===== config.mk =====
export PLATFORM = sky130hd
export DESIGN_NAME = cnn_layer_sequencer_flat
export DESIGN_NICKNAME = d
export VERILOG_FILES = /design/src/rtl/cnn_layer_sequencer_if.sv /design/src/rtl/cnn_layer_sequencer.sv /design/src/flat_wrapper.sv
export SDC_FILE = /design/constraint.sdc
export NUM_CORES = 1
export LEC_CHECK = 0
export ABC_CLOCK_PERIOD_IN_PS = 6000
export CORE_MARGIN = 8
export CORE_UTILIZATION = 54
export CTS_BUF_LIST = sky130_fd_sc_hd__clkbuf_16
export DETAILED_ROUTE_END_ITERATION = 16
export PLACE_DENSITY = 0.81
export REMOVE_ABC_BUFFERS = 1
export SLEW_MARGIN = 0
export SYNTH_ARGS = -nofsm -noshare
export SYNTH_HDL_FRONTEND = slang
export SYNTH_SLANG_ARGS = --single-unit

===== constraint.sdc =====
create_clock -name clk -period 6 [get_ports clk]
set_input_delay 1.2 -clock clk [delete_from_list [all_inputs] [get_ports clk]]
set_output_delay 1.2 -clock clk [all_outputs]
set_load 0.05 [all_outputs]

===== src/rtl/cnn_layer_sequencer_if.sv =====
// cnn_layer_sequencer_if: command, weight-beat and stage-control bundle between host/controllers and the sequencer.
interface cnn_layer_sequencer_if #(parameter int MAX_FILTERS = 32);
    logic                   start_i;
    logic [13:0]            op_code_i;
    logic                   w_valid_i;
    logic                   w_ready_o;
    logic                   pu_finish_i;
    logic                   conv_finish_i;
    logic                   pool_finish_i;
    logic                   fc_finish_i;
    logic                   pu_en_o;
    logic                   conv_en_o;
    logic                   pool_en_o;
    logic                   fc_en_o;
    logic [MAX_FILTERS-1:0] weight_en_o;
    logic [4:0]             weight_dim_o;
    logic                   busy_o;
    logic                   done_o;
    logic                   err_o;
    modport master (
        output start_i, op_code_i, w_valid_i, pu_finish_i, conv_finish_i, pool_finish_i, fc_finish_i,
        input  w_ready_o, pu_en_o, conv_en_o, pool_en_o, fc_en_o, weight_en_o, weight_dim_o, busy_o, done_o, err_o
    );
    modport slave (
        input  start_i, op_code_i, w_valid_i, pu_finish_i, conv_finish_i, pool_finish_i, fc_finish_i,
        output w_ready_o, pu_en_o, conv_en_o, pool_en_o, fc_en_o, weight_en_o, weight_dim_o, busy_o, done_o, err_o
    );
endinterface


===== src/rtl/cnn_layer_sequencer.sv =====
// cnn_layer_sequencer: latches one layer opcode, streams K*K weights per filter, primes the PU,
// then drives conv / conv+pool / conv+pool+FC until the stage controllers report completion.
module cnn_layer_sequencer #(
    parameter int MAX_FILTERS = 32,
    parameter int IMG_W       = 32,
    parameter int BEAT_ELEMS  = 2,
    parameter int CNT_W       = 16
) (
    input logic clk,
    input logic rst,
    cnn_layer_sequencer_if.slave bus
);
    typedef enum logic [2:0] {IDLE, LOAD_W, FILL, RUN, FC, DONE} state_t;
    localparam logic [2:0] M_NOP = 3'b000, M_CONV = 3'b001, M_CP = 3'b010;
    localparam logic [2:0] M_FCO = 3'b011, M_CPF = 3'b110;
    localparam logic [6:0] MAXF = 7'(MAX_FILTERS);
    localparam logic [CNT_W-1:0] POOL_LAT = CNT_W'(IMG_W + 2);
    state_t state, state_n;
    logic [2:0] mode, op_m;
    logic [5:0] nf, fi, op_f;
    logic [4:0] kd, op_k;
    logic [9:0] beat, kk, bpf;
    logic [CNT_W-1:0] cnt, fill_lat;
    logic pu_seen, conv_seen, err;
    logic op_conv, op_bad, accept, last_beat, pool_mode;
    assign op_m      = bus.op_code_i[2:0];
    assign op_f      = bus.op_code_i[8:3];
    assign op_k      = bus.op_code_i[13:9];
    assign op_conv   = op_m == M_CONV || op_m == M_CP || op_m == M_CPF;
    assign op_bad    = op_m[2:1] == 2'b10 || (op_conv && (op_f == 6'd0 || {1'b0, op_f} > MAXF || op_k == 5'd0));
    assign accept    = state == IDLE && bus.start_i && op_m != M_NOP && !op_bad;
    assign kk        = 10'(kd) * 10'(kd);
    assign bpf       = 10'((kk + 10'(BEAT_ELEMS - 1)) / 10'(BEAT_ELEMS));
    assign last_beat = beat == bpf - 10'd1;
    assign fill_lat  = (CNT_W'(kd) - CNT_W'(1)) * CNT_W'(IMG_W) + CNT_W'(kd);
    assign pool_mode = mode == M_CP || mode == M_CPF;
    always_comb begin
        state_n = state;
        case (state)
            IDLE:    if (accept) state_n = op_conv ? LOAD_W : (op_m == M_FCO ? FC : DONE);
            LOAD_W:  if (bus.w_valid_i && last_beat && fi == nf - 6'd1) state_n = FILL;
            FILL:    if (cnt == fill_lat - CNT_W'(1)) state_n = RUN;
            RUN:     if (pool_mode ? bus.pool_finish_i : bus.conv_finish_i) state_n = mode == M_CPF ? FC : DONE;
            FC:      if (bus.fc_finish_i) state_n = DONE;
            DONE:    state_n = IDLE;
            default: state_n = IDLE;
        endcase
    end
    // weight_en is the only output allowed to follow w_valid combinationally
    assign bus.weight_en_o  = (state == LOAD_W && bus.w_valid_i) ? MAX_FILTERS'(1) << fi : '0;
    assign bus.w_ready_o    = state == LOAD_W;
    assign bus.pu_en_o      = state == FILL || (state == RUN && !pu_seen);
    assign bus.conv_en_o    = state == RUN && !(pool_mode && conv_seen);
    assign bus.pool_en_o    = state == RUN && pool_mode && cnt == POOL_LAT;
    assign bus.fc_en_o      = state == FC;
    assign bus.busy_o       = state != IDLE;
    assign bus.done_o       = state == DONE;
    assign bus.err_o        = err;
    assign bus.weight_dim_o = kd;
    always_ff @(posedge clk) begin
        if (rst) begin
            state     <= IDLE;
            mode      <= '0;
            nf        <= '0;
            kd        <= '0;
            fi        <= '0;
            beat      <= '0;
            cnt       <= '0;
            pu_seen   <= 1'b0;
            conv_seen <= 1'b0;
            err       <= 1'b0;
        end else begin
            state <= state_n;
            err   <= state == IDLE && bus.start_i && op_bad;
            if (accept) begin
                mode <= op_m;
                nf   <= op_f;
                kd   <= op_k;
            end
            if (state == LOAD_W && bus.w_valid_i) begin
                beat <= last_beat ? '0 : beat + 10'd1;
                fi   <= fi + 6'(last_beat);
            end
            // the counter restarts at RUN entry and saturates at the pooling latency
            if (state == FILL) cnt <= state_n == RUN ? '0 : cnt + CNT_W'(1);
            else if (state == RUN && cnt != POOL_LAT) cnt <= cnt + CNT_W'(1);
            if (state == RUN && bus.pu_finish_i) pu_seen <= 1'b1;
            if (state == RUN && bus.conv_finish_i) conv_seen <= 1'b1;
            if (state == DONE) begin
                fi        <= '0;
                beat      <= '0;
                cnt       <= '0;
                pu_seen   <= 1'b0;
                conv_seen <= 1'b0;
            end
        end
    end
endmodule


===== src/flat_wrapper.sv =====
// flat-port wrapper written by rule: the top's interface ports become plain ports
module cnn_layer_sequencer_flat 
#(
    parameter int MAX_FILTERS = 32,
    parameter int IMG_W       = 32,
    parameter int BEAT_ELEMS  = 2,
    parameter int CNT_W       = 16
)
  (clk, rst, bus_start_i, bus_op_code_i, bus_w_valid_i, bus_pu_finish_i, bus_conv_finish_i, bus_pool_finish_i, bus_fc_finish_i, bus_w_ready_o, bus_pu_en_o, bus_conv_en_o, bus_pool_en_o, bus_fc_en_o, bus_weight_en_o, bus_weight_dim_o, bus_busy_o, bus_done_o, bus_err_o);
  cnn_layer_sequencer_if #(.MAX_FILTERS(MAX_FILTERS)) bus_i ();
  input logic clk;
  input logic rst;
  input wire logic [$bits(bus_i.start_i)-1:0] bus_start_i;
  input wire logic [$bits(bus_i.op_code_i)-1:0] bus_op_code_i;
  input wire logic [$bits(bus_i.w_valid_i)-1:0] bus_w_valid_i;
  input wire logic [$bits(bus_i.pu_finish_i)-1:0] bus_pu_finish_i;
  input wire logic [$bits(bus_i.conv_finish_i)-1:0] bus_conv_finish_i;
  input wire logic [$bits(bus_i.pool_finish_i)-1:0] bus_pool_finish_i;
  input wire logic [$bits(bus_i.fc_finish_i)-1:0] bus_fc_finish_i;
  output wire logic [$bits(bus_i.w_ready_o)-1:0] bus_w_ready_o;
  output wire logic [$bits(bus_i.pu_en_o)-1:0] bus_pu_en_o;
  output wire logic [$bits(bus_i.conv_en_o)-1:0] bus_conv_en_o;
  output wire logic [$bits(bus_i.pool_en_o)-1:0] bus_pool_en_o;
  output wire logic [$bits(bus_i.fc_en_o)-1:0] bus_fc_en_o;
  output wire logic [$bits(bus_i.weight_en_o)-1:0] bus_weight_en_o;
  output wire logic [$bits(bus_i.weight_dim_o)-1:0] bus_weight_dim_o;
  output wire logic [$bits(bus_i.busy_o)-1:0] bus_busy_o;
  output wire logic [$bits(bus_i.done_o)-1:0] bus_done_o;
  output wire logic [$bits(bus_i.err_o)-1:0] bus_err_o;
  assign bus_i.start_i = bus_start_i;
  assign bus_i.op_code_i = bus_op_code_i;
  assign bus_i.w_valid_i = bus_w_valid_i;
  assign bus_i.pu_finish_i = bus_pu_finish_i;
  assign bus_i.conv_finish_i = bus_conv_finish_i;
  assign bus_i.pool_finish_i = bus_pool_finish_i;
  assign bus_i.fc_finish_i = bus_fc_finish_i;
  assign bus_w_ready_o = bus_i.w_ready_o;
  assign bus_pu_en_o = bus_i.pu_en_o;
  assign bus_conv_en_o = bus_i.conv_en_o;
  assign bus_pool_en_o = bus_i.pool_en_o;
  assign bus_fc_en_o = bus_i.fc_en_o;
  assign bus_weight_en_o = bus_i.weight_en_o;
  assign bus_weight_dim_o = bus_i.weight_dim_o;
  assign bus_busy_o = bus_i.busy_o;
  assign bus_done_o = bus_i.done_o;
  assign bus_err_o = bus_i.err_o;
  cnn_layer_sequencer #(.MAX_FILTERS(MAX_FILTERS), .IMG_W(IMG_W), .BEAT_ELEMS(BEAT_ELEMS), .CNT_W(CNT_W)) u_core (.clk(clk), .rst(rst), .bus(bus_i));
endmodule

==> impl_metrics.yaml, run 1 <==
clock_tree:
  clock_sinks: 52
  ctsHoldBuffers: 0
  cts-htree-levels: 2
  clock_latency_late_sink_ns: 0.29
  clock-root-buffer: "sky130_fd_sc_hd__clkbuf_16"
  cts.clk_slew.worst_paths_ns: 0.07
  tritoncts_clock_tree: "built"
  max-clock-path-buffers: 2
  cts_inserted_buffers: 5
  ctsResizeCount: 0
  cts_post_setup_buffers_inserted: 0
setup_path:
  type_of_element_launching_the_critical_path: "flop"
  worst_r2r_dst: "u_core.fi[5]"
  r2r_setup_slack_ns: 0.75
  timing.critical_path.to_type: "flop"
  critical_path_class: "flop to flop"
  timing.critical_path.required_ns: 6.22
  timing.reg2reg.worst_path_depth: 17
  regToRegStartpoint: "u_core.bus.weight_dim_o[0]"
  crit_path_max_fanout: 16
  timing.critical_path.arrival_ns: 5.47
drt:
  detail_route.wl_per_cell_um: 15.2
  detail_route.iter0.violations: 249
  detail_route.drc_violations: 0
  vias_per_cell: 5.76
  total_wirelength_mm: 10.3
  drt_pass1_iterations: 4
  antenna_violating_nets_post_route: 0
  via_count: 3893
power_and_ir_drop:
  comb_power_share_pct: 19.8
  power.density_cell_area_nw_per_um2: 164
  power.net_switching_mw: 0.227
  pwr-share-seq_pct: 46.1
  power_leakage_nw: 1.81
  ir_drop_uv: 109
  p_int_mw: 0.566
  p_sw_share_pct: 28.6
  clock_power_share_pct: 34.1
  report.power.total_mw: 0.793
floorplanning:
  boundaryPins: 67
  die_w_um: 102
  row_count: 31
  floorplan.initialDensity_pct: 55.6
  design.core.area_um2: 7210
  chipHeight_um: 102
  die_area_um2: 10400
logic_synthesis:
  synth_top_area_share_pct: 26.0
  synth_edf_count: 0
  synth-warning-count: 0
  synthCells: 526
  synth_top_area_cell: "sky130_fd_sc_hd__dfxtp_1"
  post_syn_area_um2: 4010
  syn-mean-instance-area_um2: 7.62
  synth_cell_types: 60
  yosys-top-cells-area: "sky130_fd_sc_hd__dfxtp_1, sky130_fd_sc_hd__nor2_1, sky130_fd_sc_hd__xnor2_1"
  share_of_flip_flops_with_an_asynchronous_set_or_reset_pct: 0
  synth_seq_cells: 52
  synth.yosys.seq_area_share_pct: 26.0
  ys_dominant_reg_cell: "sky130_fd_sc_hd__dfxtp_1"
sta:
  worst_clock_skew_ns: 0.00549
  fin_crit_sh_pct: 87.5
  timing.final.ws_setup_ns: 0.747
  final.min_clock_period_ns: 5.25
  worst_max_slew_pin_slew_ns: 0.858
  fin_worst_hold_slack_ns: 0.463
  timing.slew.headroom_pct: 42.6
  max_clock_freq_ghz: 0.190
  fin_setup_tns_ns: 0
  finalHoldViolations: 0
  finalSetupViolCount: 0
  slew_viol_final: 0
  rsz_0062_raised_after_global_routing: "no"
cells_and_area:
  growth_of_design_area_from_synthesis_to_finish_pct: 20.6
  most-common-layout-cells: "sky130_fd_sc_hd__nor2_1, sky130_fd_sc_hd__clkdlybuf4s50_1, sky130_fd_sc_hd__dfxtp_1"
  final_layout_size_suffix_gt1_share_pct: 2.77
  layout.nets: 622
  stdcell_count: 676
  antenna_fix_cells: 0
  layout.cells.most_common: "sky130_fd_sc_hd__nor2_1"
  fin_util_pct: 67.0
  layout.cell_area.non_filler_um2: 4840
global_routing:
  grtUsageTotal_pct: 20.5
  grt_max_degree: 24
  first_global_vias: 3796
  grt_pass1_wl_mm: 17.7
  grt_antenna_before_repair: 0
  grt-ovfl-total: 0
placement:
  portBuffers: 66
  preCtsSetupSlack_ns: 0.775
  gp_routability_congestion: 0.844
  dp_hpwl_mm: 8.04
  detailed_place.area_um2: 4700
  post-place-cells: 669
hold_path:
  hold_end: "u_core.mode[1]"
  hp-class: "flop to flop"
  holdPathStages: 2
  hold_path.startpoint: "u_core.mode[1]"
outcome:
  result_of_the_run: "finished, final reports clean"
job:
  maxCapViolations: 0
==> worst max-delay path, cell delays in order (launching register included) <==
cell and delay (ns):
sky130_fd_sc_hd__dfxtp_1 0.63, sky130_fd_sc_hd__nand2_1 0.14, sky130_fd_sc_hd__fa_1 0.52, sky130_fd_sc_hd__inv_1 0.05, sky130_fd_sc_hd__fa_1 0.45, sky130_fd_sc_hd__ha_1 0.30
sky130_fd_sc_hd__a31o_2 0.25, sky130_fd_sc_hd__ha_1 0.32, sky130_fd_sc_hd__a2111oi_0 0.43, sky130_fd_sc_hd__o211ai_1 0.20, sky130_fd_sc_hd__or4_1 0.48, sky130_fd_sc_hd__a211o_1 0.31
sky130_fd_sc_hd__nand3_1 0.08, sky130_fd_sc_hd__and2_1 0.16, sky130_fd_sc_hd__ha_1 0.18, sky130_fd_sc_hd__nand4_1 0.15, sky130_fd_sc_hd__or3_1 0.38, sky130_fd_sc_hd__a21oi_1 0.13
==> metal layers <==
| layer | global-route usage [%] | up-vias | share of wire [%] |
|---|---|---|---|
| li1 | - | 1960 | - |
| met4 | 4.29 | 0 | 0.59 |
| met2 | 34.1 | 78 | 48 |
| met1 | 26.4 | 1847 | 47 |
| met5 | 0 | - | 0 |
| met3 | 4.77 | 8 | 4.9 |
==> power groups by stage <==
stage / registers [mW] / logic (mW) / clock network [mW]
6_report: 0.366 / 0.157 / 0.271
5_1_grt: 0.367 / 0.172 / 0.289
4_1_cts: 0.366 / 0.157 / 0.275
3_5_place_dp: 0.373 / 0.156 / 0
3_3_place_gp: 0.373 / 0.152 / 0
2_1_floorplan: 0.377 / 0.0989 / 0
==> cells in the mapped netlist, drive strengths merged, types with 13 or more instances <==
library cell and n:
nand4 15, nor2 88, xnor2 30, nand3 16, mux2i 13, xor2 21
nand2 46, clkbuf 13, dfxtp 52, inv 22, ha 20, a21oi 19
nor3 15
==> worst max path at each step <==
| stage | startpoint | to | slack, ns |
|---|---|---|---|
| after global routing | u_core.bus.weight_dim_o[0] | u_core.fi[5] | 0.42 |
| after detailed placement | u_core.bus.weight_dim_o[0] | u_core.fi[5] | 0.78 |
| after floorplan | u_core.bus.weight_dim_o[0] | u_core.fi[5] | 0.58 |
| after CTS | u_core.bus.weight_dim_o[0] | u_core.fi[5] | 0.77 |
| final | u_core.bus.weight_dim_o[0] | u_core.fi[5] | 0.75 |
| after global placement | u_core.bus.weight_dim_o[0] | u_core.fi[5] | 0.90 |
==> layout make-up <==
type	count	area [µm²]
Multi-Input combinational cell	429	2790
Fill cell	644	2380
Tap cell	99	124
Clock buffer	5	125
Clock inverter	2	7.51
Inverter	22	82.6
Timing Repair Buffer	67	668
Sequential cell	52	1040
==> registers in the layout, summed over array words and instances, names as in the netlist <==
name                     count
u_core.beat                 10
u_core.bus.err_o             1
u_core.bus.weight_dim_o      5
u_core.cnt                  16
u_core.conv_seen             1
u_core.fi                    6
u_core.mode                  3
u_core.nf                    6
u_core.pu_seen               1
u_core.state                 3
==> cells by family after synthesis <==
family                     Yosys count  synth area share, %
and+or+nand+nor                    263                 33.3
AOI/OAI and AO/OA                   78                 13.4
xor gates and xnor gates            52                 11.9
DFF                                 52                 26.0
buffers and inverters               45                 4.49
adders and majority gates           23                 7.74
muxes                               13                 3.25
Power figures use the tool's default switching activity.
==> run 2, diff against run 1 <==
--- a/config.mk
+++ b/config.mk
@@ -6,13 +6,16 @@
 export NUM_CORES = 1
 export LEC_CHECK = 0
 export ABC_CLOCK_PERIOD_IN_PS = 6000
+export CAP_MARGIN = 0
 export CORE_MARGIN = 8
 export CORE_UTILIZATION = 54
 export CTS_BUF_LIST = sky130_fd_sc_hd__clkbuf_16
 export DETAILED_ROUTE_END_ITERATION = 16
 export PLACE_DENSITY = 0.81
 export REMOVE_ABC_BUFFERS = 1
+export SETUP_SLACK_MARGIN = 0.15
 export SLEW_MARGIN = 0
 export SYNTH_ARGS = -nofsm -noshare
 export SYNTH_HDL_FRONTEND = slang
 export SYNTH_SLANG_ARGS = --single-unit
+export TNS_END_PERCENT = 30
==> results of run 2 <==
Same layout as run 1: the final DEF is identical, and so are final timing and power.
==> RTL edit 1 (settings of run 2) <==
`MAX_FILTERS` is set to 32 in 3 places; all go to 64.
--- a/src/rtl/cnn_layer_sequencer_if.sv
+++ b/src/rtl/cnn_layer_sequencer_if.sv
@@ -1,4 +1,4 @@
 // cnn_layer_sequencer_if: command, weight-beat and stage-control bundle between host/controllers and the sequencer.
-interface cnn_layer_sequencer_if #(parameter int MAX_FILTERS = 32);
+interface cnn_layer_sequencer_if #(parameter int MAX_FILTERS = 64);
     logic                   start_i;
     logic [13:0]            op_code_i;
--- a/src/rtl/cnn_layer_sequencer.sv
+++ b/src/rtl/cnn_layer_sequencer.sv
@@ -2,5 +2,5 @@
 // then drives conv / conv+pool / conv+pool+FC until the stage controllers report completion.
 module cnn_layer_sequencer #(
-    parameter int MAX_FILTERS = 32,
+    parameter int MAX_FILTERS = 64,
     parameter int IMG_W       = 32,
     parameter int BEAT_ELEMS  = 2,
--- a/src/flat_wrapper.sv
+++ b/src/flat_wrapper.sv
@@ -2,5 +2,5 @@
 module cnn_layer_sequencer_flat 
 #(
-    parameter int MAX_FILTERS = 32,
+    parameter int MAX_FILTERS = 64,
     parameter int IMG_W       = 32,
     parameter int BEAT_ELEMS  = 2,
Ports: changed (resized bus_weight_en_o); port bits go from 67 to 99. No check against the original RTL was run, so the function may have changed too.
==> RTL edit 1 against run 2 <==
Sequential cell count unchanged. Setup slack got worse by 0.15 ns. Final area increased by 9.0%. Power increased by 12%. Routed wire length increased by 13%. Highest routed layer unchanged. Critical path depth increased by 2. Area after synthesis increased by 2.1%. Cell count increased by 8.0%. Critical path type unchanged.
==> RTL edit 1: results (changes against run 2) <==
- Antenna violations before repair: 0 (unchanged)
- Ant. Diodes: 0 (unchanged)
- Ys flop type: dfxtp_1
- Peak VDD IR: 0.124 mV (+13%)
- Share of post-route cells with drive strength above 1: 3.80% (+1.0 points)
- Crit-path max FO: 10 (-6)
- Worst Max-Slew Pin Slew: 0.780 ns (-0.0781 ns)
- H-tree levels: 2 (unchanged)
- Routed via count: 4105 (+5.4%)
- Setup TNS: 0 ns (unchanged)
- Post-CTS setup buffer count: 0 (unchanged)
- Fillers: 598 (-7.1%)
- DP Area: 5090 µm² (+8.3%)
- Crit path DAT: 5.62 ns (+0.15 ns)
- Hold Path Class: flop to flop
- Wire length per cell: 15.9 µm (+4.7%)
- Largest net degree at the start of global routing: 22 (-8.3%)
- Metal3 WL: 571 µm (+13%)
- Gr usage total: 21.3% (+0.80 points)
- Clock skew: 0.00794 ns (+0.00244 ns)
- Synth top cells by count: 114 x nor2_1, 52 x dfxtp_1, 41 x nand2_1, 30 x nor3_1, 28 x xnor2_1
- CTS Root Cell: clkbuf_16
- Global-route wire length before repair: 18500 µm (+4.1%)
- Post-synthesis sequential area ratio: 25.4% (-0.52 points)
- Number of global-route vias before repair: 3931 (+3.6%)
- Number of distinct library cells after synthesis: 61 (+1.7%)
- Leading registers by flop count: u_core.cnt x16, u_core.beat x10
- Longest Clk Path Bufs: 2 (unchanged)
- Inserted Clock Buffers: 5 (unchanged)
- M1 WL: 4840 µm (+0.64%)
- Drt first-iter violations: 189 (-24%)
- Pre-antenna DRT Iters: 4 (unchanged)
- Count of yosys warnings during synthesis: 0 (unchanged)
- Clk Latency, worst-skew pair: 0.29 ns (about the same)
- Final net count: 675 (+8.5%)
- Reg clk slew, reported paths: 0.07 ns (about the same)
- Count of port buffers added during placement: 98 (+48%)
- Top layer in use: met4
- Asr flop ratio synth: 0% (unchanged)
- Top cells by area, synth: dfxtp_1 25%, nor2_1 10%, ha_1 6.1%, xnor2_1 6.0%, xor2_1 4.9%
- Routability cong.: 0.976 (+16%)
- Outcome: finished clean
- DP Wirelength: 9000 µm (+12%)
- Metal2 WL: 5980 µm (+22%)
- Leakage: 2.02 nW (+11%)
-- RTL edit 1: kinds of logic (layout without fill, tap and decap cells) --
| kind of cell | count (synthesis) | in the layout | share of synthesized area (%) |
|---|---|---|---|
| simple gates | 285 | 285 | 34.3 |
| compound gates | 75 | 75 | 12.7 |
| xor+xnor | 53 | 53 | 11.9 |
| flops | 52 | 52 | 25.4 |
| buf+inv | 50 | 129 | 4.68 |
| fa+ha+maj | 23 | 23 | 7.58 |
| mux | 14 | 14 | 3.42 |
-- RTL edit 1: area by class of cell --
class / instances / area, µm² / share of cell area [%]
Multi-Input combinational cell: 450 / 2860 / 54.3
Sequential cell: 52 / 1040 / 19.8
Timing Repair Buffer: 99 / 988 / 18.8
Clock buffer: 5 / 125 / 2.37
Tap cell: 99 / 124 / 2.35
Inverter: 22 / 82.6 / 1.57
Clock inverter: 3 / 42.5 / 0.807
-- RTL edit 1: worst paths after layout --
| path | startpoint | to | slack [ns] | cells after the start |
|---|---|---|---|---|
| worst min-delay path | u_core.mode[1]$_SDFFE_PP0P_ | u_core.mode[1]$_SDFFE_PP0P_ | 0.46 | 2 |
| worst min register to register | u_core.mode[1]$_SDFFE_PP0P_ | u_core.mode[1]$_SDFFE_PP0P_ | 0.46 | 2 |
| worst max-delay path | u_core.bus.weight_dim_o[2]$_SDFFE_PP0P_ | u_core.fi[5]$_SDFFE_PP0P_ | 0.60 | 19 |
| worst max register to register | u_core.bus.weight_dim_o[2]$_SDFFE_PP0P_ | u_core.fi[5]$_SDFFE_PP0P_ | 0.60 | 19 |
-- RTL edit 1: through the flow --
stage	util (%)	std cells	setup WS, ns
6_report	72.3	730	0.599
5_1_grt	72.3	730	0.257
4_1_cts	72.2	730	0.381
3_5_place_dp	69.9	722	0.594
3_3_place_gp	69.9	722	0.824
2_1_floorplan	-	524	0.780
-- RTL edit 1: repair_timing --
action,4_1_cts,5_1_grt
resized for setup,0,3
hold buffers,0,0
endpoints found under the setup margin,0,2
-- RTL edit 1: routing by layer --
metal / vias up / track usage [%]
met5: - / 0
met4: 0 / 6.56
met3: 23 / 3.44
met2: 112 / 37.9
met1: 1900 / 25.6
li1: 2070 / -
-- RTL edit 1: worst max-delay path, cell delays in order (launching register included) --
cell      delay, ns
dfxtp_1        0.51
inv_1          0.17
fa_1           0.55
inv_1          0.06
fa_1           0.46
ha_1           0.31
a31o_2         0.25
ha_1           0.35
o21a_1         0.22
o211a_1        0.13
a211oi_2       0.36
nor2b_1        0.30
and2_1         0.19
and2_1         0.15
a31oi_1        0.06
nor4_1         0.34
ha_1           0.24
nand4_1        0.16
or3_1          0.40
a21oi_1        0.14
-- RTL edit 1: power breakdown --
| part | switching (mW) | internal [mW] |
|---|---|---|
| combinational | 0.113 | 0.0789 |
| clock | 0.131 | 0.197 |
| sequential | 0.0146 | 0.354 |
==> RTL edit 2 (settings of run 2) <==
Without the edit above. Make the reset (`rst`) asynchronous in one clocked block.
--- a/src/rtl/cnn_layer_sequencer.sv
+++ b/src/rtl/cnn_layer_sequencer.sv
@@ -58,5 +58,5 @@
     assign bus.err_o        = err;
     assign bus.weight_dim_o = kd;
-    always_ff @(posedge clk) begin
+    always_ff @(posedge clk or posedge rst) begin
         if (rst) begin
             state     <= IDLE;
Function: differs if rst is asserted again (counterexample within 4 cycles, from zero or initial values and one cycle with rst high); with rst held inactive, the same outputs for 10 cycles.
==> RTL edit 2 against run 2 <==
Via count fell by 0.95%. Final area grew 4.4%. Routed wire length increased by 1.4%. Sequential power increased by 7.7%. Fmax fell by 1.6%. Core utilization decreased by 1.0 points. Worst hold slack improved by 0.060 ns. Area after synthesis is 4.8% higher. Power up 1.4%. Critical path depth rose by 1. Sequential cell count did not move. First-iteration DRC count decreased by 24%. Setup slack lost 0.084 ns.
==> RTL edit 2: results (changes against run 2) <==
- Placed cell count: 652 (-2.5%)
- Combinational share of power: 10.9% (-8.9 points)
- Sequential cell area share: 25.8% (+4.2 points)
- Largest net degree at the start of global routing: 53 (+120%)
- Share of post-route cells with drive strength above 1: 7.17% (+4.4 points)
- Final sequential cell count: 52 (unchanged)
- Peak VDD IR: 0.130 mV (+19%)
- Multi-In Gates: 407 (-5.1%)
- Outcome: finished clean
- PwrDens: 159 nW/µm² (-2.9%)
- GR Util met1: 25.1% (-1.3 points)
- Internal Power: 0.604 mW (+6.7%)
- DP Area: 4880 µm² (+3.8%)
- Slowest CP cell: dfrtp_1
- Number of global-route vias before repair: 3898 (+2.7%)
- Signal inverters: 25 (+14%)
- Number of distinct library cells after synthesis: 65 (+8.3%)
- Syn_area_per_cell: 8.30 µm² (+8.9%)
- Non-clk bufs: 66 (-1.5%)
- Met2 GRT Util: 33.7% (-0.40 points)
- Worst Max-Slew Pin Slew: 1.06 ns (+0.203 ns)
- Drt first-iter violations: 189 (-24%)
- Signal buf overhead: 13.1% (-0.73 points)
- Global-route wire length before repair: 18600 µm (+5.0%)
- Site Rows: 32 (+3.2%)
- Seq pwr: 0.394 mW (+7.7%)
- Routability cong.: 0.886 (+5.0%)
- Gr usage total: 19.9% (-0.66 points)
-- RTL edit 2: cell count changes after synthesis, moves of 7 or more --
| cell | delta |
|---|---|
| nand2_1 | +8 |
| nor2_1 | -26 |
| mux2_2 | +12 |
| mux2i_1 | -12 |
| xnor2_1 | -9 |
| o21ai_0 | +17 |
| or3_1 | -7 |
| dfrtp_1 | +52 |
| dfxtp_1 | -52 |
-- RTL edit 2: metal layers --
layer  vias up  wire length [µm]
met1      1836              4690
met2       116              5010
met3        15               581
li1       1889                 -
met4         0               133
met5         -                 0
-- RTL edit 2: worst paths after layout --
path                                                         from                                     end  slack (ns)  cells past startpoint
max reg2reg                u_core.bus.weight_dim_o[0]$_DFFE_PP0P_                u_core.fi[5]$_DFFE_PP0P_        0.66                     18
min reg2reg                            u_core.pu_seen$_DFFE_PP0P_              u_core.pu_seen$_DFFE_PP0P_        0.52                      2
min                                    u_core.pu_seen$_DFFE_PP0P_              u_core.pu_seen$_DFFE_PP0P_        0.52                      2
min in group asynchronous                                     rst              u_core.beat[7]$_DFFE_PP0P_        1.49                      2
max                        u_core.bus.weight_dim_o[0]$_DFFE_PP0P_                u_core.fi[5]$_DFFE_PP0P_        0.66                     18
max in group asynchronous                                     rst  u_core.bus.weight_dim_o[1]$_DFFE_PP0P_        3.84                      2
-- RTL edit 2: cell families (layout without fill, tap and decap cells) --
| family | after synthesis | in the layout | synth area share [%] |
|---|---|---|---|
| multiplexers | 13 | 13 | 3.45 |
| XOR/XNOR | 42 | 42 | 9.26 |
| AND/OR/NAND/NOR | 231 | 231 | 28.0 |
| AO/OA/AOI/OAI | 98 | 98 | 16.1 |
| adder cells (fa/ha/maj) | 23 | 23 | 7.39 |
| flip-flops | 52 | 52 | 31.0 |
| buffers and inverters | 47 | 99 | 4.79 |
